[src/rtl/instruction_fetch_unit_if.sv]
// Bundle of the fetch unit's signals: the PC register link, the instruction
// memory request/response channel, the decode handshake, the redirect
// inputs and the fault flag.
// master = the fetch unit, slave = the surrounding core and memory.
interface instruction_fetch_unit_if;
    logic [31:0] pc_in;
    logic [31:0] next_pc;

    logic        imem_req;
    logic [31:0] imem_addr;
    logic        imem_ready;
    logic        imem_rvalid;
    logic [31:0] imem_rdata;

    logic [31:0] instr_out;
    logic        instr_valid;
    logic        decode_ready;

    logic        jump;
    logic [31:0] jump_target;
    logic        branch_taken;
    logic [31:0] branch_target;
    logic        flush;
    logic [31:0] flush_target;

    logic        fetch_fault;

    modport master (
        input  pc_in, imem_ready, imem_rvalid, imem_rdata, decode_ready,
               jump, jump_target, branch_taken, branch_target,
               flush, flush_target,
        output next_pc, imem_req, imem_addr, instr_out, instr_valid,
               fetch_fault
    );

    modport slave (
        output pc_in, imem_ready, imem_rvalid, imem_rdata, decode_ready,
               jump, jump_target, branch_taken, branch_target,
               flush, flush_target,
        input  next_pc, imem_req, imem_addr, instr_out, instr_valid,
               fetch_fault
    );
endinterface

[src/rtl/instruction_fetch_unit.sv]
// Single-outstanding instruction fetch unit.
// It fetches one word at pc_in, presents it to decode and computes next_pc,
// which the external PC register loads.
// A flush can redirect fetch in any state. Any response still owed by memory
// for an abandoned request is absorbed in DRAIN.
//
// state | meaning
// FETCH | request at pc_in (aligned) waiting for imem_ready
// WAIT  | request accepted, waiting for imem_rvalid
// HAVE  | instruction held for decode until decode_ready
// DRAIN | discarding the response of an abandoned request
// FAULT | misaligned PC seen; parked until flush to an aligned target
module instruction_fetch_unit (
    input  logic                           i_clock,
    input  logic                           i_reset,
    instruction_fetch_unit_if.master       bus
);
    typedef enum logic [2:0] {
        S_FETCH = 3'd0,
        S_WAIT  = 3'd1,
        S_HAVE  = 3'd2,
        S_DRAIN = 3'd3,
        S_FAULT = 3'd4
    } state_t;

    state_t      r_state;
    logic [31:0] r_instr_out;
    logic        r_instr_valid;
    logic        r_fetch_fault;

    logic        w_aligned;
    logic        w_req;
    logic        w_accept;
    logic        w_consume;
    logic [31:0] w_next_pc;

    // A request is only driven for an aligned PC and never during reset.
    assign w_aligned = (bus.pc_in[1:0] == 2'b00);
    assign w_req     = (r_state == S_FETCH) && w_aligned && !i_reset;
    assign w_accept  = w_req && bus.imem_ready;
    assign w_consume = r_instr_valid && bus.decode_ready;

    // Next-PC priority: reset, flush, then the consume-cycle redirect; otherwise hold.
    always_comb begin
        w_next_pc = bus.pc_in;
        if (i_reset) begin
            w_next_pc = 32'h0000_0000;
        end else if (bus.flush) begin
            w_next_pc = bus.flush_target;
        end else if (w_consume) begin
            if (bus.jump)
                w_next_pc = bus.jump_target;
            else if (bus.branch_taken)
                w_next_pc = bus.branch_target;
            else
                w_next_pc = bus.pc_in + 32'd4;
        end
    end

    // Fetch sequencing FSM with registered instruction, valid and fault outputs.
    always_ff @(posedge i_clock) begin
        if (i_reset) begin
            r_state       <= S_FETCH;
            r_instr_out   <= 32'h0000_0000;
            r_instr_valid <= 1'b0;
            r_fetch_fault <= 1'b0;
        end else begin
            case (r_state)
                S_FETCH: begin
                    if (bus.flush) begin
                        // The request accepted in this cycle still owes a response.
                        r_state <= w_accept ? S_DRAIN : S_FETCH;
                    end else if (!w_aligned) begin
                        r_state       <= S_FAULT;
                        r_fetch_fault <= 1'b1;
                    end else if (w_accept) begin
                        r_state <= S_WAIT;
                    end
                end
                S_WAIT: begin
                    if (bus.flush) begin
                        r_state <= bus.imem_rvalid ? S_FETCH : S_DRAIN;
                    end else if (bus.imem_rvalid) begin
                        r_instr_out   <= bus.imem_rdata;
                        r_instr_valid <= 1'b1;
                        r_state       <= S_HAVE;
                    end
                end
                S_HAVE: begin
                    if (bus.flush || bus.decode_ready) begin
                        r_instr_valid <= 1'b0;
                        r_state       <= S_FETCH;
                    end
                end
                S_DRAIN: begin
                    if (bus.imem_rvalid)
                        r_state <= S_FETCH;
                end
                S_FAULT: begin
                    if (bus.flush && (bus.flush_target[1:0] == 2'b00)) begin
                        r_fetch_fault <= 1'b0;
                        r_state       <= S_FETCH;
                    end
                end
                default: begin
                    r_state       <= S_FETCH;
                    r_instr_valid <= 1'b0;
                end
            endcase
        end
    end

    assign bus.next_pc     = w_next_pc;
    assign bus.imem_req    = w_req;
    assign bus.imem_addr   = bus.pc_in;
    assign bus.instr_out   = r_instr_out;
    assign bus.instr_valid = r_instr_valid;
    assign bus.fetch_fault = r_fetch_fault;
endmodule
[src/flat_wrapper.sv]
// flat-port wrapper written by rule: the top's interface ports become plain ports
module instruction_fetch_unit_flat 
  (i_clock, i_reset, bus_pc_in, bus_imem_ready, bus_imem_rvalid, bus_imem_rdata, bus_decode_ready, bus_jump, bus_jump_target, bus_branch_taken, bus_branch_target, bus_flush, bus_flush_target, bus_next_pc, bus_imem_req, bus_imem_addr, bus_instr_out, bus_instr_valid, bus_fetch_fault);
  instruction_fetch_unit_if bus_i ();
  input  logic i_clock;
  input  logic i_reset;
  input wire logic [$bits(bus_i.pc_in)-1:0] bus_pc_in;
  input wire logic [$bits(bus_i.imem_ready)-1:0] bus_imem_ready;
  input wire logic [$bits(bus_i.imem_rvalid)-1:0] bus_imem_rvalid;
  input wire logic [$bits(bus_i.imem_rdata)-1:0] bus_imem_rdata;
  input wire logic [$bits(bus_i.decode_ready)-1:0] bus_decode_ready;
  input wire logic [$bits(bus_i.jump)-1:0] bus_jump;
  input wire logic [$bits(bus_i.jump_target)-1:0] bus_jump_target;
  input wire logic [$bits(bus_i.branch_taken)-1:0] bus_branch_taken;
  input wire logic [$bits(bus_i.branch_target)-1:0] bus_branch_target;
  input wire logic [$bits(bus_i.flush)-1:0] bus_flush;
  input wire logic [$bits(bus_i.flush_target)-1:0] bus_flush_target;
  output wire logic [$bits(bus_i.next_pc)-1:0] bus_next_pc;
  output wire logic [$bits(bus_i.imem_req)-1:0] bus_imem_req;
  output wire logic [$bits(bus_i.imem_addr)-1:0] bus_imem_addr;
  output wire logic [$bits(bus_i.instr_out)-1:0] bus_instr_out;
  output wire logic [$bits(bus_i.instr_valid)-1:0] bus_instr_valid;
  output wire logic [$bits(bus_i.fetch_fault)-1:0] bus_fetch_fault;
  assign bus_i.pc_in = bus_pc_in;
  assign bus_i.imem_ready = bus_imem_ready;
  assign bus_i.imem_rvalid = bus_imem_rvalid;
  assign bus_i.imem_rdata = bus_imem_rdata;
  assign bus_i.decode_ready = bus_decode_ready;
  assign bus_i.jump = bus_jump;
  assign bus_i.jump_target = bus_jump_target;
  assign bus_i.branch_taken = bus_branch_taken;
  assign bus_i.branch_target = bus_branch_target;
  assign bus_i.flush = bus_flush;
  assign bus_i.flush_target = bus_flush_target;
  assign bus_next_pc = bus_i.next_pc;
  assign bus_imem_req = bus_i.imem_req;
  assign bus_imem_addr = bus_i.imem_addr;
  assign bus_instr_out = bus_i.instr_out;
  assign bus_instr_valid = bus_i.instr_valid;
  assign bus_fetch_fault = bus_i.fetch_fault;
  instruction_fetch_unit u_core (.i_clock(i_clock), .i_reset(i_reset), .bus(bus_i));
endmodule
[config.mk]
export PLATFORM = sky130hd
export DESIGN_NAME = instruction_fetch_unit_flat
export DESIGN_NICKNAME = d
export VERILOG_FILES = /design/src/rtl/instruction_fetch_unit_if.sv /design/src/rtl/instruction_fetch_unit.sv /design/src/flat_wrapper.sv
export SDC_FILE = /design/constraint.sdc
export NUM_CORES = 1
export LEC_CHECK = 0
export CAP_MARGIN = 25
export CORE_MARGIN = 1
export CORE_UTILIZATION = 36
export DETAILED_ROUTE_END_ITERATION = 8
export HOLD_SLACK_MARGIN = 0.1
export PLACE_DENSITY = 0.85
export SLEW_MARGIN = 20
export SYNTH_ARGS = -nofsm -noshare
export SYNTH_HDL_FRONTEND = slang
export SYNTH_SLANG_ARGS = --single-unit
[constraint.sdc]
create_clock -name i_clock -period 2.7 [get_ports i_clock]
set_input_delay 0.54 -clock i_clock [delete_from_list [all_inputs] [get_ports i_clock]]
set_output_delay 0.54 -clock i_clock [all_outputs]
set_load 0.03 [all_outputs]
==> results_dict.tcl <==
set metrics [dict create \
    setup_tns_ns 0 \
    netlist_area_mm2 0.00369 \
    drt-initial-drc-count 396 \
    cp-end-kind "output port" \
    setup_viol 0 \
    vias_per_cell 5.68 \
    drt-total-wl_um 19300 \
    gp_congestion 0.965 \
    maxCapViolations 0 \
    rsz0062_at_grt "yes" \
    worstSkewPairLatency_ns 0.30 \
    seqCellArea_um2 741 \
    start_util_pct 37.4 \
    synth_edf_count 0 \
    ant_nets 0 \
    async_reset_ff_share_pct 0 \
    num-nets-final 1034 \
    status "finished clean" \
    slew-limit-headroom_pct 66.5 \
    ir_worst_vdd_uv 196 \
    grt_pass1_wl_um 28400 \
    crit_fanout 7 \
    skew_ns 0.00652 \
    grt_max_degree 46 \
    io_pins 267 \
    cts_buffers 5 \
    min_period_ns 2.68 \
    rows 36 \
    num_vias 5679 \
    htree_levels 2 \
    cts.sinks 37 \
    finalHoldViolations 0 \
    io_buffers 266 \
    syn_to_final_growth_pct 96.0 \
    design_area_mm2 0.00724 \
    p_leak_nw 2.88 \
    hold_path_depth 2 \
    synth_seq_cells 37 \
    fmax_ghz 0.374 \
    cts_tree "done" \
    reg2reg_depth 5 \
    antenna_found_initial 1 \
    grt_pass1_vias 5552 \
    multi_input_area_mm2 0.00266 \
    cp-start-kind "input port" \
    required_ns 2.16 \
    path_class "in -> out" \
    synth_flop_cell "dfxtp_1" \
    placed_cell_area_mm2 0.00684 \
    holdWs_ns 0.454 \
    cts_buffer_depth 2 \
    hold_buffers 0 \
    mostFrequentLayoutCells "clkdlybuf4s50_1 (203), buf_4 (121), nand2_1 (113)" \
    slew_violations 0 \
    worst_pin_slew_ns 0.502 \
    design.die.area_mm2 0.0107 \
    floorplan.die.height_um 103 \
    syn_nets 727 \
    power_density_mw_per_mm2 328 \
    first_pass_iters 5 \
    wl_per_cell_um 19.3 \
    critPathArrivalTime_ns 2.14 \
    drive_gt1_share_pct 24.4 \
    die_w_um 103 \
    yosysUniqueCellTypes 64 \
    drc 0 \
    mostFrequentLayoutCell "clkdlybuf4s50_1" \
    clockRootBuffer "clkbuf_8" \
    grt_use_total_pct 34.9 \
    synth-seq-area-share_pct 20.1 \
    hp-class "reg -> reg" \
    yosys_warnings 0 \
    avgSynthCellArea_um2 6.62 \
    min_period_over_period_pct 99.1 \
    grt.overflow.total 0 \
    clk_pin_slew_ns 0.07 \
    core_region_area_mm2 0.00986 \
    synthCells 558 \
    fillers 747 \
    dpl.hpwl_um 15100 \
]
## cell usage after synthesis, types with 4 or more instances
master	number	area share, %
nand2_1	117	12
a21oi_1	69	9.3
nor2_1	39	4.0
dfxtp_1	37	20
buf_4	34	6.9
o21ai_0	32	4.3
clkbuf_1	24	2.4
nand3_1	16	2.2
o22ai_1	15	2.5
buf_2	11	1.5
and3_1	10	1.7
nor3_1	10	1.4
a211oi_1	9	1.8
a31oi_1	9	1.5
mux2i_1	8	2.2
nand4_1	8	1.4
o221ai_1	8	1.9
a221oi_1	7	1.7
and4_1	7	1.7
a32oi_1	5	1.2
nor2b_1	5	0.85
a311oi_1	4	0.95
a32o_1	4	1.1
inv_1	4	0.41
nor3b_1	4	0.81
o31ai_1	4	0.81
xnor2_1	4	0.95
xor2_1	4	0.95
## final cells by class
class / count / area share (%)
diodes: 1 / 0.0346
flip-flops and latches: 37 / 10.2
clock buffers: 6 / 1.14
clock inverters: 2 / 0.190
multi-input cells: 438 / 36.8
inverters: 6 / 0.311
repair buffers: 377 / 49.0
well taps: 133 / 2.30
## timing repair
action                                  4_1_cts  5_1_grt
gates cloned                                  3        0
gates resized for setup                     100       18
endpoints found under the hold margin         0        0
endpoints found under the setup margin       32       20
buffers inserted                              5        1
pin swaps                                    31       10
## stage by stage
step	util (%)	worst slack, ns	power (mW)	cells
finish	73.4	0.0247	2.37	1000
global route	73.4	-0.0823	2.48	1000
CTS	73.0	0.00340	2.35	998
detailed placement	69.3	-0.471	1.88	982
global placement	69.3	-0.408	1.86	982
floorplan	-	0.00325	1.24	558
## where the power goes
part	internal (mW)	switching [mW]	leakage (nW)
clock	0.207	0.208	0.0512
combinational	0.653	0.687	2.53
sequential	0.580	0.0371	0.299
total	1.44	0.933	2.88
## sequential cells by signal (all words and copies together), names as in the netlist
register                cells
u_core.r_state              3
u_core.bus.instr_valid      1
u_core.bus.fetch_fault      1
u_core.bus.instr_out       32
## kinds of logic after synthesis
kind of cell    after synthesis  share of synthesized area [%]
simple gates                233                           29.8
compound gates              188                           32.4
buf+inv                      83                           13.4
flops                        37                           20.1
xor+xnor                      8                           1.90
mux                           8                           2.17
fa+ha+maj                     1                          0.339
## metal layers
metal / vias to the layer above / wire, um / track usage, % / part of all wire [%]
met5: - / 0 / 0 / 0
met4: 0 / 1020 / 19.8 / 5.3
met3: 85 / 1700 / 7.19 / 8.8
met2: 358 / 9320 / 60.3 / 48
met1: 2612 / 7260 / 40.1 / 38
li1: 2624 / - / - / -
## worst max-delay path, stage by stage
cell and delay (ns):
buf_2 0.13, buf_6 0.10, and3_4 0.17, nor4b_4 0.27, buf_4 0.19, clkbuf_16 0.14
a21oi_1 0.06, a31oi_1 0.20, a311oi_2 0.13, buf_4 0.20
## path summary, 6_finish.rpt
path,from,endpoint,slack (ns)
max reg2reg,u_core.r_state[2],u_core.r_state[0],1.06
min,u_core.bus.instr_out[23],u_core.bus.instr_out[23],0.45
max,bus_pc_in[2],bus_next_pc[19],0.02
min reg2reg,u_core.bus.instr_out[23],u_core.bus.instr_out[23],0.45
(Power assumes the default switching activity.)
==> patch, RTL diff (config.mk and constraints unchanged) <==
Reset style: asynchronous (`i_reset`), changed in one clocked block.
--- a/src/rtl/instruction_fetch_unit.sv
+++ b/src/rtl/instruction_fetch_unit.sv
@@ -59,5 +59,5 @@
 
     // Fetch sequencing FSM with registered instruction, valid and fault outputs.
-    always_ff @(posedge i_clock) begin
+    always_ff @(posedge i_clock or posedge i_reset) begin
         if (i_reset) begin
             r_state       <= S_FETCH;
Formal check against the unedited RTL: differs if i_reset is asserted again (counterexample within 4 cycles, from zero or initial values and one cycle with i_reset high); with i_reset held inactive, the same outputs for 10 cycles.
==> patch against the original RTL <==
The flow now finishes with violations (setup timing); clock power shrank 9.6%; sequential cell count is the same; non-clock buffer count grew 16; sequential share of layout area grew 1.9 points; area after synthesis grew 2.0%; critical path depth is the same; power grew 54%; setup slack lost 0.38 ns; synthesized cell count shrank 14%; wire length grew 4.8%; design area grew 5.1%; sequential power grew 49%.
==> patch: results (changes against the original RTL) <==
hold crit path type: reg2reg
CTS Root Cell: clkbuf_8
Num CTS Buffers: 5 (unchanged)
initial antenna violation count: 0 (-1)
Placed Cells: 907 (-7.6%)
CP arrival: 2.52 ns (+0.38 ns)
Synth async-reset ratio: 100.0% (+100 points)
Synth top cells by count: 49 x nand2_1, 37 x dfrtp_1, 33 x nor2_1
Layout Cells excl Fill: 946 (-5.4%)
H-tree levels: 2 (unchanged)
GR Util All Layers: 34.56% (-0.35 points)
port buffer count: 266 (unchanged)
CP max stage cell: or4_4
vias in the first global route: 5451 (-1.8%)
diode count: 0 (-1)
Leak: 3.243 nW (+13%)
wire per inst: 21.38 um (+11%)
Nets: 981 (-5.1%)
YS warnings: 0 (unchanged)
global-route wire length before repair: 29940 um (+5.4%)
Worst path max stage delay: 0.52 ns (+0.25 ns)
clock-pin slew on the worst setup and hold paths: 0.07 ns (about the same)
post-synth cell types: 59 (-7.8%)
Place WS: -1.084 ns (-0.6139 ns)
layout cells sized above 1: 32.60% (+8.2 points)
post-synthesis compound-gate area fraction: 25.67% (-6.7 points)
Mapped Nets: 649 (-11%)
worst setup margin: -0.3599 ns (-0.3847 ns)
XOR/XNOR share of the synthesized area: 2.325% (+0.43 points)
Final Util: 76.40% (+3.0 points)
status: finished, violations left
Final Wtd Congestion: 0.9923 (+2.8%)
Crit Path Max Fanout: 3 (-4)
DP Area: 6993 um^2 (+2.3%)
via/cell ratio: 6.042 (+6.4%)
post-synthesis sequential area ratio: 24.58% (+4.5 points)
largest net degree at the start of global routing: 35 (-24%)
Final HPWL DP: 14590 um (-3.1%)
peak supply drop: 0.7648 mV (+290%)
insertion delay to the later sink of the worst-skew pair: 0.29 ns
post-synthesis mux area share: 13.15% (+11 points)
top post-synthesis cells by area: dfrtp_1 25%, mux2_2 9.6%, buf_4 6.4%
violated checks: setup timing
Largest register FFs: 32 (unchanged)
Synth Flop Type: dfrtp_1
CTS Buffer Depth: 2 (unchanged)
actual slew at the worst max-slew pin: 0.5106 ns (+0.008647 ns)
Clock Skew: 0.007470 ns (+0.0009545 ns)
final setup vio count: 16 (+16)
Total Neg Setup Slack: -2.161 ns (-2.161 ns)
Adder-Cell Fraction of Synth Area: 0.3321% (-0.0066 points)
Synth Instances: 480 (-14%)
drt initial violations: 582 (+47%)
drt pass-1 iters: 6 (+1)
cell family with most CP delay: simple AND/OR/NAND/NOR gates
-- patch: changes by cell type in the layout (fill, tap and decap cells not counted), sizes merged, moves of 7 or more --
cell         delta
dfrtp          +37
and4            -7
o22ai           -9
nand2          -68
dlygate4sd2    -14
mux2           +33
buf            +28
a21oi          -38
dfxtp          -37
-- patch: metal layers --
metal	GRT usage, %	routed length [um]
met1	41.77	7323
met4	17.86	1116
met5	0	0
met2	56.67	9342
met3	8.396	2440
-- patch: timing repair --
item / in CTS / in global routing
gates resized for setup: 135 / 47
setup buffers: 17 / 16
endpoints found under the setup margin: 32 / 26
pin swaps: 24 / 26
-- patch: layout make-up --
type | instances | area [um^2]
clock buffer | 8 | 80.08
timing repair buffer | 393 | 3719
tap | 133 | 166.4
fill | 687 | 2350
inverter | 6 | 26.28
multi-input combinational | 369 | 2688
sequential | 37 | 925.9
-- patch: cell families after synthesis --
logic type	after synthesis
AND/OR/NAND/NOR	169
AO/OA/AOI/OAI	144
buffers and inverters	74
multiplexers	45
flip-flops	37
XOR/XNOR	10
adder cells (fa/ha/maj)	1
-- patch: worst paths after layout --
path,startpoint,end,slack [ns],cells past startpoint
worst max register to register,u_core.r_state[0],u_core.r_state[1],0.63,5
min in group asynchronous,i_reset,u_core.bus.instr_out[18],0.84,5
max in group asynchronous,i_reset,u_core.bus.instr_out[6],1.24,6
worst max-delay path,bus_pc_in[2],bus_next_pc[22],-0.36,10
worst min-delay path,u_core.bus.instr_out[13],u_core.bus.instr_out[13],0.50,1
worst min register to register,u_core.bus.instr_out[13],u_core.bus.instr_out[13],0.50,1
-- patch: where the power goes --
group / switching [mW] / internal [mW] / total (mW)
Combinational: 1.24 / 1.13 / 2.37
Sequential: 0.143 / 0.775 / 0.918
Clock: 0.191 / 0.183 / 0.375
